**src/rtl/codec_config_sequencer.sv**
```systemverilog
// codec_config_sequencer
// Sole master of the i2c_controller transaction port. After reset it waits
// PWRUP_CYCLES, writes the external init table in order, and then serves
// single host register reads and writes. Every outstanding transaction is
// guarded by a TIMEOUT_CYCLES watchdog that sends the block to ERROR.
//
// Optional build macro: CODEC_READBACK_VERIFY_EN
//   When defined, each init write is read back and compared. On a mismatch
//   the write is retried, at most twice per entry.
`timescale 1ns/1ps

module codec_config_sequencer #(
    parameter int PWRUP_CYCLES   = 1000,
    parameter int INIT_LEN       = 8,
    parameter int TIMEOUT_CYCLES = 2000000
) (
    input  logic        clk,
    input  logic        rst,
    output logic [7:0]  rom_index,
    input  logic [23:0] rom_entry,
    output logic        i2c_valid,
    output logic        i2c_rnw,
    output logic [15:0] i2c_address,
    output logic [7:0]  i2c_wdata,
    input  logic [7:0]  i2c_rdata,
    input  logic        i2c_done,
    input  logic        host_valid,
    output logic        host_ready,
    input  logic        host_rnw,
    input  logic [15:0] host_address,
    input  logic [7:0]  host_wdata,
    output logic [7:0]  host_rdata,
    output logic        host_done,
    output logic        init_done,
    output logic        init_error
);

    // One counter serves both the power-up delay and the transaction watchdog.
    localparam int CNT_MAX    = (PWRUP_CYCLES > TIMEOUT_CYCLES) ? PWRUP_CYCLES : TIMEOUT_CYCLES;
    localparam int CNT_W      = $clog2(CNT_MAX + 1);
    localparam int PWRUP_LAST = (PWRUP_CYCLES > 0) ? PWRUP_CYCLES - 1 : 0;

    localparam logic [CNT_W-1:0] PWRUP_LAST_C = CNT_W'(PWRUP_LAST);
    localparam logic [CNT_W-1:0] TIMEOUT_C    = CNT_W'(TIMEOUT_CYCLES);
    localparam logic [7:0]       LAST_IDX     = 8'(INIT_LEN - 1);

    typedef enum logic [2:0] {
        PWRUP,
        INIT_ISSUE,
        INIT_WAIT,
`ifdef CODEC_READBACK_VERIFY_EN
        VERIFY_ISSUE,
        VERIFY_WAIT,
`endif
        IDLE,
        HOST_WAIT,
        ERROR
    } state_t;

    state_t           state_q, state_d;
    logic [CNT_W-1:0] cnt_q, cnt_d;
    logic [7:0]       index_q, index_d;
    logic             i2c_valid_q, i2c_valid_d;
    logic             i2c_rnw_q, i2c_rnw_d;
    logic [15:0]      i2c_address_q, i2c_address_d;
    logic [7:0]       i2c_wdata_q, i2c_wdata_d;
    logic [7:0]       host_rdata_q, host_rdata_d;
    logic             host_done_q, host_done_d;
    logic             init_done_q, init_done_d;
    logic             init_error_q, init_error_d;
`ifdef CODEC_READBACK_VERIFY_EN
    logic [1:0]       retry_q, retry_d;
`endif

    // The host may only issue a request from IDLE. Ready is also held low in
    // the cycle that reports the previous completion, so it stays low from
    // accept through host_done.
    assign host_ready  = (state_q == IDLE) && !host_done_q;

    assign rom_index   = index_q;
    assign i2c_valid   = i2c_valid_q;
    assign i2c_rnw     = i2c_rnw_q;
    assign i2c_address = i2c_address_q;
    assign i2c_wdata   = i2c_wdata_q;
    assign host_rdata  = host_rdata_q;
    assign host_done   = host_done_q;
    assign init_done   = init_done_q;
    assign init_error  = init_error_q;

    // Next-state, watchdog and transaction-field logic.
    always_comb begin
        state_d       = state_q;
        cnt_d         = cnt_q;
        index_d       = index_q;
        i2c_valid_d   = 1'b0;
        i2c_rnw_d     = i2c_rnw_q;
        i2c_address_d = i2c_address_q;
        i2c_wdata_d   = i2c_wdata_q;
        host_rdata_d  = 8'h00;
        host_done_d   = 1'b0;
        init_done_d   = init_done_q;
        init_error_d  = init_error_q;
`ifdef CODEC_READBACK_VERIFY_EN
        retry_d       = retry_q;
`endif

        case (state_q)
            PWRUP: begin
                if (cnt_q == PWRUP_LAST_C) begin
                    cnt_d   = '0;
                    index_d = 8'd0;
                    state_d = INIT_ISSUE;
                end else begin
                    cnt_d = cnt_q + 1'b1;
                end
            end

            INIT_ISSUE: begin
                i2c_valid_d   = 1'b1;
                i2c_rnw_d     = 1'b0;
                i2c_address_d = rom_entry[23:8];
                i2c_wdata_d   = rom_entry[7:0];
                cnt_d         = '0;
                state_d       = INIT_WAIT;
            end

            INIT_WAIT: begin
                if (i2c_done) begin
`ifdef CODEC_READBACK_VERIFY_EN
                    state_d = VERIFY_ISSUE;
`else
                    if (index_q == LAST_IDX) begin
                        init_done_d = 1'b1;
                        state_d     = IDLE;
                    end else begin
                        index_d = index_q + 8'd1;
                        state_d = INIT_ISSUE;
                    end
`endif
                end else if (cnt_q == TIMEOUT_C) begin
                    init_error_d = 1'b1;
                    state_d      = ERROR;
                end else begin
                    cnt_d = cnt_q + 1'b1;
                end
            end

`ifdef CODEC_READBACK_VERIFY_EN
            // Read back the address just written; wdata still holds the
            // table value and is the reference for the compare.
            VERIFY_ISSUE: begin
                i2c_valid_d = 1'b1;
                i2c_rnw_d   = 1'b1;
                cnt_d       = '0;
                state_d     = VERIFY_WAIT;
            end

            VERIFY_WAIT: begin
                if (i2c_done) begin
                    if (i2c_rdata == i2c_wdata_q) begin
                        retry_d = 2'd0;
                        if (index_q == LAST_IDX) begin
                            init_done_d = 1'b1;
                            state_d     = IDLE;
                        end else begin
                            index_d = index_q + 8'd1;
                            state_d = INIT_ISSUE;
                        end
                    end else if (retry_q == 2'd2) begin
                        init_error_d = 1'b1;
                        state_d      = ERROR;
                    end else begin
                        retry_d = retry_q + 2'd1;
                        state_d = INIT_ISSUE;
                    end
                end else if (cnt_q == TIMEOUT_C) begin
                    init_error_d = 1'b1;
                    state_d      = ERROR;
                end else begin
                    cnt_d = cnt_q + 1'b1;
                end
            end
`endif

            IDLE: begin
                if (host_valid && host_ready) begin
                    i2c_valid_d   = 1'b1;
                    i2c_rnw_d     = host_rnw;
                    i2c_address_d = host_address;
                    i2c_wdata_d   = host_wdata;
                    cnt_d         = '0;
                    state_d       = HOST_WAIT;
                end
            end

            HOST_WAIT: begin
                if (i2c_done) begin
                    host_done_d  = 1'b1;
                    host_rdata_d = i2c_rnw_q ? i2c_rdata : 8'h00;
                    state_d      = IDLE;
                end else if (cnt_q == TIMEOUT_C) begin
                    host_done_d  = 1'b1;
                    init_error_d = 1'b1;
                    state_d      = ERROR;
                end else begin
                    cnt_d = cnt_q + 1'b1;
                end
            end

            ERROR: begin
                state_d = ERROR;
            end

            default: begin
                state_d = ERROR;
            end
        endcase
    end

    // State, counters and registered outputs with synchronous reset.
    always_ff @(posedge clk) begin
        if (rst) begin
            state_q       <= PWRUP;
            cnt_q         <= '0;
            index_q       <= 8'd0;
            i2c_valid_q   <= 1'b0;
            i2c_rnw_q     <= 1'b0;
            i2c_address_q <= 16'h0000;
            i2c_wdata_q   <= 8'h00;
            host_rdata_q  <= 8'h00;
            host_done_q   <= 1'b0;
            init_done_q   <= 1'b0;
            init_error_q  <= 1'b0;
`ifdef CODEC_READBACK_VERIFY_EN
            retry_q       <= 2'd0;
`endif
        end else begin
            state_q       <= state_d;
            cnt_q         <= cnt_d;
            index_q       <= index_d;
            i2c_valid_q   <= i2c_valid_d;
            i2c_rnw_q     <= i2c_rnw_d;
            i2c_address_q <= i2c_address_d;
            i2c_wdata_q   <= i2c_wdata_d;
            host_rdata_q  <= host_rdata_d;
            host_done_q   <= host_done_d;
            init_done_q   <= init_done_d;
            init_error_q  <= init_error_d;
`ifdef CODEC_READBACK_VERIFY_EN
            retry_q       <= retry_d;
`endif
        end
    end

endmodule

```
**config.mk**
```make
export PLATFORM = sky130hd
export DESIGN_NAME = codec_config_sequencer
export DESIGN_NICKNAME = d
export VERILOG_FILES = /design/src/rtl/codec_config_sequencer.sv
export SDC_FILE = /design/constraint.sdc
export NUM_CORES = 1
export LEC_CHECK = 0
export CAP_MARGIN = 30
export CORE_MARGIN = 4
export CORE_UTILIZATION = 45
export CTS_BUF_LIST = sky130_fd_sc_hd__clkbuf_4
export DETAILED_ROUTE_END_ITERATION = 6
export GPL_TIMING_DRIVEN = 0
export PLACE_DENSITY = 0.85
export REMOVE_ABC_BUFFERS = 1
export SETUP_SLACK_MARGIN = 0.15
export SLEW_MARGIN = 30
export SYNTH_ARGS = -nofsm -noshare
export SYNTH_HDL_FRONTEND = slang
export SYNTH_SLANG_ARGS = --single-unit
```
**constraint.sdc**
```tcl
create_clock -name clk -period 3.35 [get_ports clk]
set_input_delay 0.67 -clock clk [delete_from_list [all_inputs] [get_ports clk]]
set_output_delay 0.67 -clock clk [all_outputs]
set_load 0.02 [all_outputs]
```
## Word level (Yosys, flattened, before mapping)

Index checks and enable logic that the tools add are counted.

- $add $sub $neg: 2
- Eq/ne operators: 13
- Multiplexer cells: 26
- Bitwise gates (word level): 3
- Reduce and logical (&&, ||, !) cells: 16

Operators by type and width:

| kind | number |
|---|---|
| 2-to-1 mux 21 bit | 4 |
| case mux 21 bit (4 select lines) | 1 |
| 2-to-1 mux 8 bit | 4 |
| case mux 16 bit (2 select lines) | 1 |
| case mux 8 bit (2 select lines) | 2 |
| adder 21 x 1 -> 21 bit, second input constant | 1 |
| equality test 21 x 10 -> 1 bit, second input constant | 1 |
| equality test 21 bit, second input constant | 1 |
| 2-to-1 mux 16 bit | 1 |
| 2-to-1 mux 3 bit | 5 |
| case mux 3 bit (5 select lines) | 1 |
| inequality test 2 bit, second input constant | 5 |
| adder 8 x 1 -> 8 bit, second input constant | 1 |
| equality test 8 x 3 -> 1 bit, second input constant | 1 |
| AND reduction 4 bit | 2 |
| equality test 3 x 2 -> 1 bit, second input constant | 2 |
| AND reduction 3 bit | 2 |
| 2-to-1 mux 1 bit | 4 |
| case mux 1 bit (2 select lines) | 2 |
| AND reduction 2 bit | 2 |
| nonzero test 2 bit | 2 |
| nonzero test 4 bit | 1 |
| OR reduction 2 bit | 2 |
| OR reduction 4 bit | 1 |
| 8 further kinds | 11 |

- Register bits: 69
- Input port bits: 61
- Output and inout bits: 46
- Word-level logic and storage cells: 71

## Logic depth before layout (Yosys ltp)

- Depth after elaboration: 5
- Depth in mapped cells: 8
- Mapped depth without buffers: 7

## Worst setup path before layout

Ideal clock, no wire load.

- Path kind: register -> output
- From: reg state_q[2]
- To: out host_ready
- Arrival time: 1571 ps
- Required time: 2680 ps
- Setup slack: 1109 ps
- Cell stages (with the launch flop): 7
- Buffers on the path: 3
- Cells stage by stage: dfxtp_1 > buf_1 > nor2b_1 > clkbuf_1 > nand2_1 > clkbuf_1 > nor2_1

- Word-level cells in the longest chain between the ends: 2

RTL lines:

| what | line | text |
|---|---|---|
| start, declared | 60 | `state_t state_q, state_d;` |
| start signal, assigned | 238 | `state_q <= state_d;` |
| equality test 3 x 2 -> 1 bit | 78 | `assign host_ready = (state_q == IDLE) && !host_done_q;` |
| logical AND 1 bit | 78 |  |
| end, declared | 28 | `output logic host_ready,` |

No other way between the ends.

## Worst setup path after layout

- From: reg state_q[1]
- To: out host_ready

Same word-level chain as after synthesis.

==> key figures <==
Worst setup path
  • CP Cell Sequence: nor2b_4, nand2_4, nor2_1, clkdlybuf4s50_1
  • Crit path max-delay cell type: sky130_fd_sc_hd__clkdlybuf4s50_1
  • CP Data Required Time: 2.68 ns
  • Worst path arrival time: 2.25 ns
  • Critical path origin: state_q[1]
  • Worst setup endpoint: host_ready
  • Length in cells of the worst reg-to-reg path: 5
  • Kind of cell with the highest combined delay on the critical path: buffers and inverters
  • R2R Setup Slk: 0.86 ns
  • Type of origin of the critical path: flop
  • Delay of the slowest cell on the worst path: 0.64 ns
  • Logic depth of the worst setup path including buffers: 4
  • Sum of buffers and inverters on the critical path: 1
  • Capture point of the worst reg-to-reg path: cnt_q[15]
  • Largest fanout of any net on the critical path: 26
  • Nature of the critical path endpoint: output port
  • Worst reg2reg path startpoint: state_q[0]
  • Setup CP Type: reg2out

Global routing
  • Global-route wire length before repair: 15.2 mm
  • Largest net degree at the start of global routing: 42
  • Number of antenna violations at the first check in global routing: 0
  • Via count of the first global-routing pass: 3,063
  • Total overflow reported by the global router: 0
  • Overall fraction of global-route tracks in use: 0.219

Floorplanning
  • Effective utilization at floorplan: 0.470
  • Number of cell rows: 30
  • I/O pin count: 107
  • Die X-Extent: 92.7 um
  • Die Height: 92.7 um
  • Std-Cell Core Area: 0.00687 mm^2
  • Die Footprint: 0.00860 mm^2

Timing
  • Final Hold Fails: 0
  • Final-report max-slew violation count: 0
  • Final setup slack of the worst path: 0.428 ns
  • FMAX: 0.342 GHz
  • Slew headroom: 0.430
  • Min Clock Period, post-route: 2.92 ns
  • Worst Clk Skew: 0.0191 ns
  • Slew at the pin with the worst max-slew slack: 0.847 ns
  • Unrepaired setup endpoints after global routing: no
  • Post-route fraction of the period consumed by the critical path: 0.872
  • Count of final setup violators: 0
  • Aggregate negative setup slack: 0 ns

Pwr
  • Power per cell area: 354 mW/mm^2
  • Standby leakage power: 1.57 nW
  • Worst vdd ir: 0.317 mV

Routing
  • Vias after detailed routing: 3,278
  • Antenna violation net count after detailed routing: 0
  • Overall routed net length: 9.23 mm
  • Remaining DRCs: 0
  • Average wire per standard cell: 15.7 um
  • Via-to-Cell Ratio: 5.57
  • First-pass DRT Iterations: 4
  • Starting DRC count in detailed routing: 265

Clock tree
  • H-tree Lvls: 3
  • Bufs on Longest Clock Path: 2
  • Total CTS buffers: 9
  • Clock sink total: 69
  • Clock input transition at the sequential cells of the worst setup and hold paths: 0.12 ns
  • Master cell of the clock root buffer: sky130_fd_sc_hd__clkbuf_4
  • TritonCTS clock tree: done
  • Clock insertion delay at the later pin of the skew report: 0.42 ns
  • Quantity of hold-fixing buffers added after cts: 0

Placed design
  • Detail Placement HPWL: 6.53 mm
  • IO buf count: 106
  • Instance area after placement: 0.00436 mm^2
  • Placer Congestion: 0.868
  • Post-placement setup slack: -0.316 ns
  • Cell Count Post-Placement: 571

Finish
  • Layout cells sized above 1: 0.0669
  • Final standard cell count with taps included and fillers excluded: 589
  • Diode count: 0
  • Total non-filler cell area in the finished layout: 0.00457 mm^2
  • Area delta synth->final: 41.5%
  • Final Net Count: 552

Synthesis
  • Synth Flop Type: sky130_fd_sc_hd__dfxtp_1
  • Mean instance size in the synthesized netlist: 8.24 um^2
  • Sequential-to-total area share from yosys stat: 0.427
  • Combined area of all synthesized cells: 0.00323 mm^2
  • Number of enable flip-flop cells after synthesis: 0
  • Number of warnings reported in the yosys synthesis log: 0
  • Unique cell type count in the Yosys netlist: 53
  • Cells after synthesis: 392
  • Ys async rst share: 0
  • Register bit total from synthesis: 69

Hold path
  • Class of the tightest hold or removal check: reg2reg

Status
  • Result of the run: finished, final reports clean

Run
  • Number of maximum-capacitance violations: 0
worst reg2reg max path, stage by stage, from the launching register on:
cell and delay [ns]:
sky130_fd_sc_hd__dfxtp_4 0.64, sky130_fd_sc_hd__nand2b_1 0.24, sky130_fd_sc_hd__a21oi_4 0.56, sky130_fd_sc_hd__a211o_1 0.61
sky130_fd_sc_hd__a211oi_1 0.11, sky130_fd_sc_hd__a31o_2 0.24
cells in the mapped netlist, types with 9 or more instances:
| cell | count | area share |
|---|---|---|
| sky130_fd_sc_hd__nand2_1 | 38 | 0.044 |
| sky130_fd_sc_hd__nand3_1 | 32 | 0.050 |
| sky130_fd_sc_hd__nor4_1 | 11 | 0.021 |
| sky130_fd_sc_hd__a21oi_1 | 12 | 0.019 |
| sky130_fd_sc_hd__nor2_1 | 54 | 0.063 |
| sky130_fd_sc_hd__a311oi_1 | 24 | 0.065 |
| sky130_fd_sc_hd__dfxtp_1 | 69 | 0.43 |
| sky130_fd_sc_hd__nor3_1 | 12 | 0.019 |
| sky130_fd_sc_hd__xnor2_1 | 15 | 0.041 |
| sky130_fd_sc_hd__inv_1 | 11 | 0.013 |
| sky130_fd_sc_hd__and2_1 | 9 | 0.017 |
| sky130_fd_sc_hd__clkbuf_1 | 18 | 0.021 |
state kept, by name (all words and copies together), names as in the netlist:
name / cells
cnt_q: 21
host_done: 1
host_rdata: 8
i2c_address: 16
i2c_rnw: 1
i2c_valid: 1
i2c_wdata: 8
init_done: 1
init_error: 1
rom_index: 8
state_q: 3
metal layers:
metal  wire length (um)  GRT usage  part of all wire
met1               3960      0.271              0.43
met2               4520      0.367              0.49
met3                499     0.0455             0.054
met4                255     0.0940             0.028
met5                  0          0                 0
layout make-up:
| class | count | area (um^2) |
|---|---|---|
| clock inverters | 5 | 98.8 |
| fillers | 573 | 2300 |
| flip-flops and latches | 69 | 1390 |
| inverters | 11 | 41.3 |
| repair buffers | 109 | 1100 |
| multi-input cells | 288 | 1740 |
| well taps | 96 | 120 |
| clock buffers | 11 | 82.6 |
logic make-up after synthesis:
family,after synthesis,share of synthesized area
xor+xnor,18,0.0488
mux,1,0.00310
flops,69,0.427
simple gates,197,0.307
buf+inv,36,0.0437
compound gates,68,0.158
fa+ha+maj,3,0.0116
stage by stage:
stage          hold WS [ns]  utilization  power (mW)
2_1_floorplan         0.460            -       0.869
3_3_place_gp          0.452        0.628       0.951
3_5_place_dp          0.471        0.635       0.953
4_1_cts               0.502        0.665        1.63
5_1_grt               0.536        0.666        1.68
6_report              0.502        0.666        1.62
power by group:
part,internal (mW),switching [mW]
combinational,0.0712,0.0364
sequential,0.822,0.00478
clock,0.392,0.290
worst min path at each step:
stage          slack [ns]         start      endpoint  depth (start not counted)
3_5_place_dp         0.47    init_error    init_error                          2
2_1_floorplan        0.46     cnt_q[20]     cnt_q[20]                          2
5_1_grt              0.54  i2c_wdata[4]  i2c_wdata[4]                          2
6_report             0.50  i2c_wdata[1]  i2c_wdata[1]                          2
4_1_cts              0.50     cnt_q[20]     cnt_q[20]                          2
3_3_place_gp         0.45     init_done     init_done                          2
layout by cell type (no fill, tap or decap), types with 2 or more instances in the layout:
| cell type | netlist | final |
|---|---|---|
| sky130_fd_sc_hd__a211oi_1 | 3 | 3 |
| sky130_fd_sc_hd__a21o_1 | 2 | 2 |
| sky130_fd_sc_hd__a21oi_1 | 12 | 11 |
| sky130_fd_sc_hd__a311oi_1 | 24 | 24 |
| sky130_fd_sc_hd__a31oi_1 | 3 | 3 |
| sky130_fd_sc_hd__and2_1 | 9 | 9 |
| sky130_fd_sc_hd__and3_1 | 4 | 4 |
| sky130_fd_sc_hd__and4_1 | 2 | 2 |
| sky130_fd_sc_hd__buf_4 | 1 | 2 |
| sky130_fd_sc_hd__bufinv_16 | 0 | 3 |
| sky130_fd_sc_hd__clkbuf_4 | 0 | 11 |
| sky130_fd_sc_hd__clkdlybuf4s50_1 | 0 | 105 |
| sky130_fd_sc_hd__dfxtp_1 | 69 | 67 |
| sky130_fd_sc_hd__ha_1 | 3 | 3 |
| sky130_fd_sc_hd__inv_1 | 11 | 11 |
| sky130_fd_sc_hd__nand2_1 | 38 | 37 |
| sky130_fd_sc_hd__nand2b_1 | 8 | 8 |
| sky130_fd_sc_hd__nand3_1 | 32 | 32 |
| sky130_fd_sc_hd__nand3b_1 | 2 | 2 |
| sky130_fd_sc_hd__nand4_1 | 3 | 3 |
| sky130_fd_sc_hd__nor2_1 | 54 | 54 |
| sky130_fd_sc_hd__nor2b_1 | 3 | 2 |
| sky130_fd_sc_hd__nor3_1 | 12 | 12 |
| sky130_fd_sc_hd__nor4_1 | 11 | 11 |
| sky130_fd_sc_hd__o21ai_0 | 8 | 8 |
| sky130_fd_sc_hd__o31ai_1 | 4 | 4 |
| sky130_fd_sc_hd__or3_1 | 6 | 6 |
| sky130_fd_sc_hd__or4_1 | 3 | 3 |
| sky130_fd_sc_hd__xnor2_1 | 15 | 15 |
| sky130_fd_sc_hd__xor2_1 | 3 | 3 |
what timing repair did:
item | CTS | global route
endpoints found under the setup margin | 1 | 1
buffers inserted | 1 | 0
gates resized for setup | 3 | 1
cloned | 1 | 0
No activity file was read; power rests on OpenSTA's default activity.
